$ cat src/rtl/hazard_ctrl_unit_pkg.sv
// Shared types for the pipeline hazard controller: FSM states, forwarding
// selects and the bundled latch/PC control word.
package hazard_ctrl_unit_pkg;

   typedef enum logic [1:0] {RUN, LDSTALL, DWAIT} hz_state_t;

   typedef enum logic [1:0] {
      FWD_RF    = 2'b00,
      FWD_EXMEM = 2'b01,
      FWD_MEMWB = 2'b10
   } fwd_sel_t;

   typedef struct packed {
      logic pc_wen;
      logic ifid_en;
      logic ifid_fl;
      logic idex_en;
      logic idex_fl;
      logic exmem_en;
      logic exmem_fl;
      logic memwb_en;
   } hz_ctrl_t;

   // Canonical control words, one per event class.
   localparam hz_ctrl_t CTRL_RUN    = 8'b1101_0101;
   localparam hz_ctrl_t CTRL_FREEZE = 8'b0000_0000;
   localparam hz_ctrl_t CTRL_STALL  = 8'b0001_1101;
   localparam hz_ctrl_t CTRL_BRANCH = 8'b1111_1101;
   localparam hz_ctrl_t CTRL_JUMP   = 8'b1111_0101;
   localparam hz_ctrl_t CTRL_IMISS  = 8'b0111_0101;

   function automatic fwd_sel_t fwd_pick(input logic exmem_hit, input logic memwb_hit);
      if (exmem_hit)      return FWD_EXMEM;
      else if (memwb_hit) return FWD_MEMWB;
      else                return FWD_RF;
   endfunction

endpackage

$ cat src/rtl/hazard_ctrl_unit_fwd_sel.sv
// Combinational register-match logic: ID-stage hazard hits and EX-stage
// forwarding selects. Register 0 never matches.
module hazard_fwd_sel
   import hazard_ctrl_unit_pkg::*;
#(
   parameter int REG_W = 5
) (
   input  logic [REG_W-1:0] id_rs,
   input  logic [REG_W-1:0] id_rt,
   input  logic             id_use_rs,
   input  logic             id_use_rt,
   input  logic [REG_W-1:0] ex_rs,
   input  logic [REG_W-1:0] ex_rt,
   input  logic [REG_W-1:0] idex_wsel,
   input  logic             idex_wen,
   input  logic [REG_W-1:0] exmem_wsel,
   input  logic             exmem_wen,
   input  logic [REG_W-1:0] memwb_wsel,
   input  logic             memwb_wen,
   output logic             id_hit_idex,
   output logic             id_hit_exmem,
   output fwd_sel_t         fwd_a,
   output fwd_sel_t         fwd_b
);

   function automatic logic rmatch(input logic [REG_W-1:0] src,
                                   input logic [REG_W-1:0] dst,
                                   input logic             wen);
      return wen && (src == dst) && (dst != '0);
   endfunction

   assign id_hit_idex  = (id_use_rs && rmatch(id_rs, idex_wsel, idex_wen)) ||
                         (id_use_rt && rmatch(id_rt, idex_wsel, idex_wen));
   assign id_hit_exmem = (id_use_rs && rmatch(id_rs, exmem_wsel, exmem_wen)) ||
                         (id_use_rt && rmatch(id_rt, exmem_wsel, exmem_wen));

   // EX/MEM holds the younger result, so it wins over MEM/WB.
   assign fwd_a = fwd_pick(rmatch(ex_rs, exmem_wsel, exmem_wen),
                           rmatch(ex_rs, memwb_wsel, memwb_wen));
   assign fwd_b = fwd_pick(rmatch(ex_rt, exmem_wsel, exmem_wen),
                           rmatch(ex_rt, memwb_wsel, memwb_wen));

endmodule

$ cat src/rtl/hazard_ctrl_unit.sv
// Five-stage pipeline hazard controller: PC/latch control, load-use bubbles,
// data-memory wait freeze, forwarding selects and a saturating stall counter.
module hazard_ctrl_unit
   import hazard_ctrl_unit_pkg::*;
#(
   parameter int REG_W          = 5,
   parameter int FORWARD_EN     = 1,
   parameter int LOAD_USE_STALL = 1,
   parameter int CNT_W          = 16
) (
   input  logic             CLK,
   input  logic             nRST,
   input  logic             ihit,
   input  logic             dhit,
   input  logic             mem_access,
   input  logic             branch_taken,
   input  logic             jump_id,
   input  logic [REG_W-1:0] id_rs,
   input  logic [REG_W-1:0] id_rt,
   input  logic             id_use_rs,
   input  logic             id_use_rt,
   input  logic [REG_W-1:0] ex_rs,
   input  logic [REG_W-1:0] ex_rt,
   input  logic [REG_W-1:0] idex_wsel,
   input  logic [REG_W-1:0] exmem_wsel,
   input  logic [REG_W-1:0] memwb_wsel,
   input  logic             idex_wen,
   input  logic             exmem_wen,
   input  logic             memwb_wen,
   input  logic             idex_memread,
   output logic             pcWEN,
   output logic             IFID_enable,
   output logic             IFID_flush,
   output logic             IDEX_enable,
   output logic             IDEX_flush,
   output logic             EXMEM_enable,
   output logic             EXMEM_flush,
   output logic             MEMWB_enable,
   output logic [1:0]       fwd_a,
   output logic [1:0]       fwd_b,
   output logic [CNT_W-1:0] stall_cycles
);

   localparam int  LW     = (LOAD_USE_STALL > 1) ? $clog2(LOAD_USE_STALL) : 1;
   localparam bit  FWD_ON = (FORWARD_EN != 0);

   hz_state_t   state, nxt_state, saved, nxt_saved, eff;
   logic [LW-1:0] cnt, nxt_cnt;
   hz_ctrl_t    ctrl;
   logic        hit_idex, hit_exmem, raw_stall, mem_wait;
   fwd_sel_t    sel_a, sel_b;

   hazard_fwd_sel #(.REG_W(REG_W)) u_fwd_sel (
      .id_rs        (id_rs),
      .id_rt        (id_rt),
      .id_use_rs    (id_use_rs),
      .id_use_rt    (id_use_rt),
      .ex_rs        (ex_rs),
      .ex_rt        (ex_rt),
      .idex_wsel    (idex_wsel),
      .idex_wen     (idex_wen),
      .exmem_wsel   (exmem_wsel),
      .exmem_wen    (exmem_wen),
      .memwb_wsel   (memwb_wsel),
      .memwb_wen    (memwb_wen),
      .id_hit_idex  (hit_idex),
      .id_hit_exmem (hit_exmem),
      .fwd_a        (sel_a),
      .fwd_b        (sel_b)
   );

   // Without forwarding, any producer still in EX or MEM must drain first.
   assign raw_stall = FWD_ON ? (idex_memread && hit_idex) : (hit_idex || hit_exmem);

   // The dhit cycle of a wait replays whichever state the wait interrupted.
   assign eff      = (state == DWAIT) ? saved : state;
   assign mem_wait = !dhit && (mem_access || (state == DWAIT));

   always_comb begin
      ctrl      = CTRL_RUN;
      nxt_state = RUN;
      nxt_saved = saved;
      nxt_cnt   = cnt;
      if (mem_wait) begin
         ctrl      = CTRL_FREEZE;
         nxt_state = DWAIT;
         nxt_saved = eff;
      end else if (branch_taken) begin
         ctrl = CTRL_BRANCH;
      end else if (eff == LDSTALL) begin
         ctrl      = CTRL_STALL;
         nxt_cnt   = cnt - 1'b1;
         nxt_state = (cnt == LW'(1)) ? RUN : LDSTALL;
      end else if (raw_stall) begin
         ctrl = CTRL_STALL;
         if (FWD_ON && (LOAD_USE_STALL > 1)) begin
            nxt_state = LDSTALL;
            nxt_cnt   = LW'(LOAD_USE_STALL - 1);
         end
      end else if (jump_id) begin
         ctrl = CTRL_JUMP;
      end else if (!ihit) begin
         ctrl = CTRL_IMISS;
      end
      if (!nRST) ctrl = CTRL_FREEZE;
   end

   always_ff @(posedge CLK) begin
      if (!nRST) begin
         state        <= RUN;
         saved        <= RUN;
         cnt          <= '0;
         stall_cycles <= '0;
      end else begin
         state <= nxt_state;
         saved <= nxt_saved;
         cnt   <= nxt_cnt;
         if (!ctrl.pc_wen && (stall_cycles != '1))
            stall_cycles <= stall_cycles + 1'b1;
      end
   end

   assign pcWEN        = ctrl.pc_wen;
   assign IFID_enable  = ctrl.ifid_en;
   assign IFID_flush   = ctrl.ifid_fl;
   assign IDEX_enable  = ctrl.idex_en;
   assign IDEX_flush   = ctrl.idex_fl;
   assign EXMEM_enable = ctrl.exmem_en;
   assign EXMEM_flush  = ctrl.exmem_fl;
   assign MEMWB_enable = ctrl.memwb_en;
   assign fwd_a        = (nRST && FWD_ON) ? sel_a : FWD_RF;
   assign fwd_b        = (nRST && FWD_ON) ? sel_b : FWD_RF;

endmodule

$ cat config.mk
export PLATFORM = sky130hd
export DESIGN_NAME = hazard_ctrl_unit
export DESIGN_NICKNAME = d
export VERILOG_FILES = /design/src/rtl/hazard_ctrl_unit_pkg.sv /design/src/rtl/hazard_ctrl_unit_fwd_sel.sv /design/src/rtl/hazard_ctrl_unit.sv
export SDC_FILE = /design/constraint.sdc
export NUM_CORES = 1
export LEC_CHECK = 0
export CORE_MARGIN = 8
export CORE_UTILIZATION = 44
export DETAILED_ROUTE_END_ITERATION = 7
export PLACE_DENSITY = 0.91
export SLEW_MARGIN = 20
export SYNTH_ARGS = -nofsm -noshare
export SYNTH_HDL_FRONTEND = slang
export SYNTH_SLANG_ARGS = --single-unit
$ cat constraint.sdc
create_clock -name CLK -period 3.05 [get_ports CLK]
set_clock_uncertainty 0.05 [all_clocks]
set_input_delay 0.305 -clock CLK [delete_from_list [all_inputs] [get_ports CLK]]
set_output_delay 0.305 -clock CLK [all_outputs]
set_load 0.1 [all_outputs]
==> results.txt, run 1 <==
- YS warnings: 0
- Status: finished clean
- For this run, the total global-route usage over all layers was measured as 15.6%.
* Global-route wire length before repair: 7670 µm
- Routability-driven placement finished with a final weighted congestion of 0.860.
- The biggest area contributor in the post-synthesis netlist is sky130_fd_sc_hd__dfxtp_1.
* Endpoint class of the critical path: output port
- Die X: 75.9 µm
* DR DRC count: 0
- Entering global routing, the biggest net connects 27 pins.
* CTS sink count: 21
- The largest individual stage delay along the critical path comes from the cell sky130_fd_sc_hd__or4_1.
- Slowest cell delay on critical path: 530 ps
* Number of synthesized register bits: 21
- 0 antenna diodes ended up in the layout.
* HPWL after DPL: 3850 µm
- The floorplan step defined a die boundary enclosing 5760 µm².
* Final worst-path cycle share: 89.2%
- Via density per instance: 5.47
* Leakage component of the power: 0.889 nW
- Launch instance of the worst register-to-register path: stall_cycles[0]
* Hold Buf Count CTS: 0
- The synthesized netlist occupies a cell area of 1580 µm².
- Number of fillers in the final layout: 256
* Max-cap violations: 0
- The finished layout holds 308 standard cells, fillers aside.
* Clock tree from TritonCTS: done
- Worst Setup Slack post-DPL: 309 ps
- At the pin with the least slew margin, the transition time is 594 ps.
- The worst setup path is launched from an input pin.
* Number of antenna-violating nets in the routed design: 0
- STA puts the critical path data arrival time at 2370 ps.
* Clock buffer count from CTS: 3
- In this run the tightest slew margin relative to its limit is 60.0%.
- Wire per inst: 14.8 µm
- Area overhead of the layout relative to synthesis: 55.5%
- CTS Root Cell: sky130_fd_sc_hd__clkbuf_4
* EDFF count, synth: 0
- The worst hold path begins at cnt.
- Detailed Route Iter0 Violations: 119
- Once the floorplan was initialized, standard cells occupied 46.6% of the core.
- Global routing finished with a remaining overflow of 0.
- Later-pin clock latency in the skew report: 290 ps
- Final setup fails: 0
* Layout Nets: 312
- The top cell type by area accounts for 26.6% of the synthesized area.
- Setup repair after global routing left no endpoint under its margin.
- Peak ir drop on the vdd network: 154 µV
- The signal on the critical path passes through clkdlybuf4s50_1, or4_1, o21ai_0, nor4_1, nor4_2, buf_12.
* Final Max Tran Viols: 0
- Cell count after placement: 304
- Required time worst endpoint: 2690 ps
* CTS max path bufs: 2
- After clock tree synthesis, the clock-pin slew on the worst setup and hold paths is 100 ps.
* Power per cell area: 292 nW/µm²
- For the finished layout, the period the worst path requires is 2720 ps.
- The post-route netlist has 17.2% of its cells at a drive strength greater than 1.
- At the end of the flow the core is filled with cells to 72.4%.
* Worst setup slack after layout: 329 ps
- Number of top-level pins: 76
* Number of buffers inserted by post-CTS setup repair: 0
* Floorplan die height: 75.9 µm
- Router iterations before antenna repair: 4
- Final Routed Wirelength: 4570 µm
- Asr flop ratio synth: 0%
- Final-report hold violation count: 0
* HP Class: flop to flop
- The critical path is of the input pin to output port type.
- Counting distinct cell types in the post-synthesis netlist gives 49.
* Number of instances in the synthesized netlist: 193
- Max FO, Critical Path: 3
* Register-to-Register Setup Slack: 830 ps
- Peak Freq: 367 MHz
- The final route contains 1686 vias.
- Top cells by count, synth: sky130_fd_sc_hd__xor2_1 (22), sky130_fd_sc_hd__dfxtp_1 (21), sky130_fd_sc_hd__nand2_1 (14), sky130_fd_sc_hd__or4_1 (11)
* Floorplan Core Area: 3390 µm²
- Leading cell types by total area after synthesis: sky130_fd_sc_hd__dfxtp_1 (27%), sky130_fd_sc_hd__xor2_1 (12%), sky130_fd_sc_hd__or4_1 (5.2%)
* Post_cts resized: 0
* Post-Synthesis Mean Instance Area: 8.18 µm²
- Total negative setup slack: 0 ps
- In this run the number of H-tree levels came out at 1.
* Ys flop type: sky130_fd_sc_hd__dfxtp_1
- The number of global-route vias before repair is 1658.
- Tracing the worst setup path back leads to its startpoint at exmem_wsel[1].
- The number of antenna violations at the first check in global routing came to 0.
- Of the synthesized area, sequential elements account for 26.6%.
- Library cell with the highest instance count after synthesis: sky130_fd_sc_hd__xor2_1
* Placement Rows: 21
- Number of port buffers: 74
- Net count of the mapped netlist: 242
flip-flops by register name, indices dropped and copies added, names as in the netlist:
| signal | cells |
|---|---|
| cnt | 1 |
| stall_cycles | 16 |
| saved | 2 |
| state | 2 |
cells in the final DEF (no fill, tap or decap), drive strengths merged, types with 2 or more instances in the layout:
cell type,instances
nand3,7
buf,30
nand4,3
mux2i,6
clkdlybuf4s50,47
inv,7
nand2b,5
and2,5
or2,2
o21ai,5
o31ai,7
clkbuf,4
o21a,4
o211ai,2
nor4,11
nand2,14
nor3,3
or4,12
nor2,6
xnor2,9
dfxtp,21
nor3b,3
a21oi,10
xor2,22
cell type report:
type                    count  area (µm²)  share of cell area, %
well taps                  46        57.6                   2.34
flip-flops and latches     21         420                   17.1
inverters                   7        26.3                   1.07
multi-input cells         153        1090                   44.4
repair buffers             77         833                   33.9
clock buffers               4        26.3                   1.07
power breakdown:
group	switching [W]	internal, W	total, W	leakage (nW)
Clock	0.0000766	0.0000509	0.000128	0.0150
Sequential	0.00000441	0.000278	0.000282	0.170
Combinational	0.000177	0.000131	0.000308	0.704
Total	0.000258	0.000460	0.000718	0.889
metal layers:
metal / part of all wire, % / vias to the layer above / track usage, %
met4: 2.1 / 0 / 6.27
met5: 0 / - / 0
met2: 52 / 58 / 27.9
met3: 8.6 / 8 / 6.49
li1: - / 845 / -
met1: 37 / 775 / 15.5
critical path, delay by kind of cell:
| family | cells | cell delay (ps) |
|---|---|---|
| compound gates | 1 | 280 |
| buf+inv | 2 | 700 |
| simple gates | 3 | 1080 |
worst paths after layout:
kind,end,cells after the start
worst max register to register,stall_cycles[15],6
worst min register to register,state[0],1
worst max-delay path,fwd_a[1],6
worst min-delay path,state[0],1
stage by stage:
step	total power [W]	instance area [µm²]	hold WS [ps]
after floorplan	0.000466	1600	370
after global placement	0.000592	2430	380
after detailed placement	0.000597	2430	385
after CTS	0.000725	2450	412
after global routing	0.000756	2450	445
final	0.000718	2450	413
cells by family after synthesis:
| kind of cell | synth area share [%] |
|---|---|
| and+or+nand+nor | 29.2 |
| AOI/OAI and AO/OA | 16.2 |
| xor gates and xnor gates | 17.2 |
| DFF | 26.6 |
| buffers and inverters | 5.86 |
| muxes | 3.80 |
| adders and majority gates | 0.792 |
| other | 0.237 |
Note: power is estimated with default switching activity, not from simulation.
==> inputs of run 2 (changes only) <==
CELL_PAD_IN_SITES_DETAIL_PLACEMENT = 0   (was unset)
CELL_PAD_IN_SITES_GLOBAL_PLACEMENT = 2   (was unset)
CORE_UTILIZATION = 24   (was 44)
PLACE_DENSITY = 0.92   (was 0.91)
==> run 2 against run 1 <==
Clock power grew 46%. Routed wire length rose by 8.1%. First-iteration DRC count decreased by 55%. Hold slack lost 17 ps. Via count shrank 3.4%.
==> results.txt, run 2 (synthesis results as in run 1) <==
- Of all nets on the critical path, the largest fanout is 26.
- Port buffering added 74 buffers.
* Cells along the critical path: clkdlybuf4s50_1, or4_1, o211ai_1, o21a_2, or2_2, buf_12
* DR DRC count: 0
- Clock tree from TritonCTS: done
- HP Class: flop to flop
- For this design the static power due to leakage is 0.909 nW.
* Cell count after placement: 337
* Worst slew margin relative to its limit: 60.9%
- Most frequent cells in the layout: sky130_fd_sc_hd__clkdlybuf4s50_1 (47), sky130_fd_sc_hd__xor2_1 (22), sky130_fd_sc_hd__dfxtp_1 (21), sky130_fd_sc_hd__buf_4 (21), sky130_fd_sc_hd__nand2_1 (14)
* Required time worst endpoint: 2690 ps
- Summed over all layers, the routed wires come to 4940 µm.
* CP arrival: 2390 ps
* Slowest cell delay on critical path: 550 ps
- Global-route wire length before repair: 8280 µm
- Via density per instance: 4.77
- Via count of the first global-routing pass: 1697
- Overflow left after global routing: 0
* Fraction of the core area covered by cells at the end of the flow: 39.8%
- Top layer in use: met4
* Final worst-path cycle share: 90.1%
* Number of buffers inserted by post-CTS setup repair: 0
- The largest individual stage delay along the critical path comes from the cell sky130_fd_sc_hd__or4_1.
* Register-to-Register Setup Slack: 860 ps
- Entering global routing, the biggest net connects 27 pins.
- Critical path type: input pin to output port
- Post_cts resized: 0
* GRT Util Overall: 10.3%
- Final cell area excluding filler cells: 2530 µm²
- The max-slew violation count came to 0.
* Router iterations before antenna repair: 4
- In this run the critical register-to-register path is launched from stall_cycles[0].
* Minimum period implied by the final worst setup slack: 2750 ps
* Max-cap violations: 0
* CTS max path bufs: 2
* Largest registers in the final layout: stall_cycles (16), saved (2), state (2)
* Layout Nets: 314
- After detailed routing, the average wire length per cell comes to 14.5 µm.
* Peak ir drop on the vdd network: 129 µV
- The later pin in the worst-skew pair is clocked with a latency of 260 ps.
- Setup violations remaining at the end of the flow were counted as 0.
* Number of antenna violations at the first check in global routing: 0
- Total negative setup slack: 0 ps
* Final-report hold violation count: 0
- CTS Root Cell: sky130_fd_sc_hd__clkbuf_8
- Detailed routing placed a total of 318 µm of wire on met3.
- HPWL after DPL: 4180 µm
- Last weighted congestion value of the routability-driven placer: 0.757
* Max reg flops: 16
- Placed cell areas: 2480 µm²
* Final antenna diode count: 0
- STA classifies the critical path endpoint as an output port.
* Area overhead of the layout relative to synthesis: 60.1%
- The worst register-to-register path ends at stall_cycles[15].
* Number of antenna-violating nets in the routed design: 0
* Layout cell share with drive strength beyond 1: 18.2%
- For this design the ratio of total power to cell area is 308 nW/µm².
* Setup repair after global routing missed its margin: false
- Floorplan Core Area: 6350 µm²
- For this design the top-level I/O count stands at 76.
- Kind of start point of the critical path: input pin
* Status: finished clean
- Leaving out filler cells and counting taps, the final layout contains 341.
- Reg clk slew, reported paths: 80 ps
* Register name with the most flops: stall_cycles
* Floorplan die height: 97.1 µm
- Met2 WL post-DR: 2440 µm
- CTS saw 21 sinks.
- Hold Buf Count CTS: 0
* H-tree depth: 1
* Total number of vias: 1628
* Reg2reg path depth: 7
- Worst setup path endpoint: pcWEN
- Die X: 97.1 µm
- Launch point of the worst path: idex_wsel[1]
* Slew @ Worst Pin: 580 ps
- Commonest non-fill, non-tap cell in the layout: sky130_fd_sc_hd__clkdlybuf4s50_1
- The initial utilization of the core area, before any placement, comes to 24.9%.
- DRT met1 WL: 2110 µm
- The die covers 9430 µm².
- Derived from the worst setup path, the maximum achievable clock frequency is 364 MHz.
* Detailed Route Iter0 Violations: 53
* Placement Rows: 29
- Clock buffer count from CTS: 3
[run 2: cell types whose count changed in the layout (fill, tap and decap cells not counted), sizes merged]
cell,previous run,this run
buf,30,32
clkinv,0,1
clkbuf,4,3
[run 2: metrics by stage]
stage | total power, W | setup slack, ps | hold slack [ps]
2_1_floorplan | 0.000466 | -167 | 370
5_1_grt | 0.000819 | 115 | 402
4_1_cts | 0.000793 | 265 | 399
6_report | 0.000778 | 302 | 396
3_5_place_dp | 0.000601 | 269 | 385
3_3_place_gp | 0.000599 | 313 | 377
[run 2: final cells by class]
type                    count  area, µm²
repair buffers             79        848
clock buffers               3       41.3
multi-input cells         153       1090
flip-flops and latches     21        420
clock inverters             1       5.00
well taps                  77       96.3
fillers                   647       3820
inverters                   7       26.3
[run 2: power by group]
| group | switching [W] | internal, W | leakage, nW |
|---|---|---|---|
| Sequential | 0.00000509 | 0.000278 | 0.170 |
| Combinational | 0.000177 | 0.000132 | 0.713 |
| Clock | 0.0000954 | 0.0000911 | 0.0255 |
[run 2: routing by layer]
layer	global-route usage, %	vias to the layer above
met4	3.55	0
li1	-	838
met3	3.20	5
met1	11.6	742
met5	0	-
met2	17.8	43
[run 2: worst min-delay path by stage]
stage / start / depth (start not counted) / slack, ps / endpoint
4_1_cts: cnt / 1 / 400 / state[0]
2_1_floorplan: cnt / 1 / 370 / state[0]
5_1_grt: cnt / 1 / 400 / state[0]
6_report: cnt / 1 / 400 / state[0]
3_5_place_dp: cnt / 1 / 390 / state[0]
3_3_place_gp: cnt / 1 / 380 / state[0]
[run 2: critical path: cells and delay by family]
kind            cells  cell delay [ps]
simple gates        2              780
compound gates      2              660
buf+inv             2              650
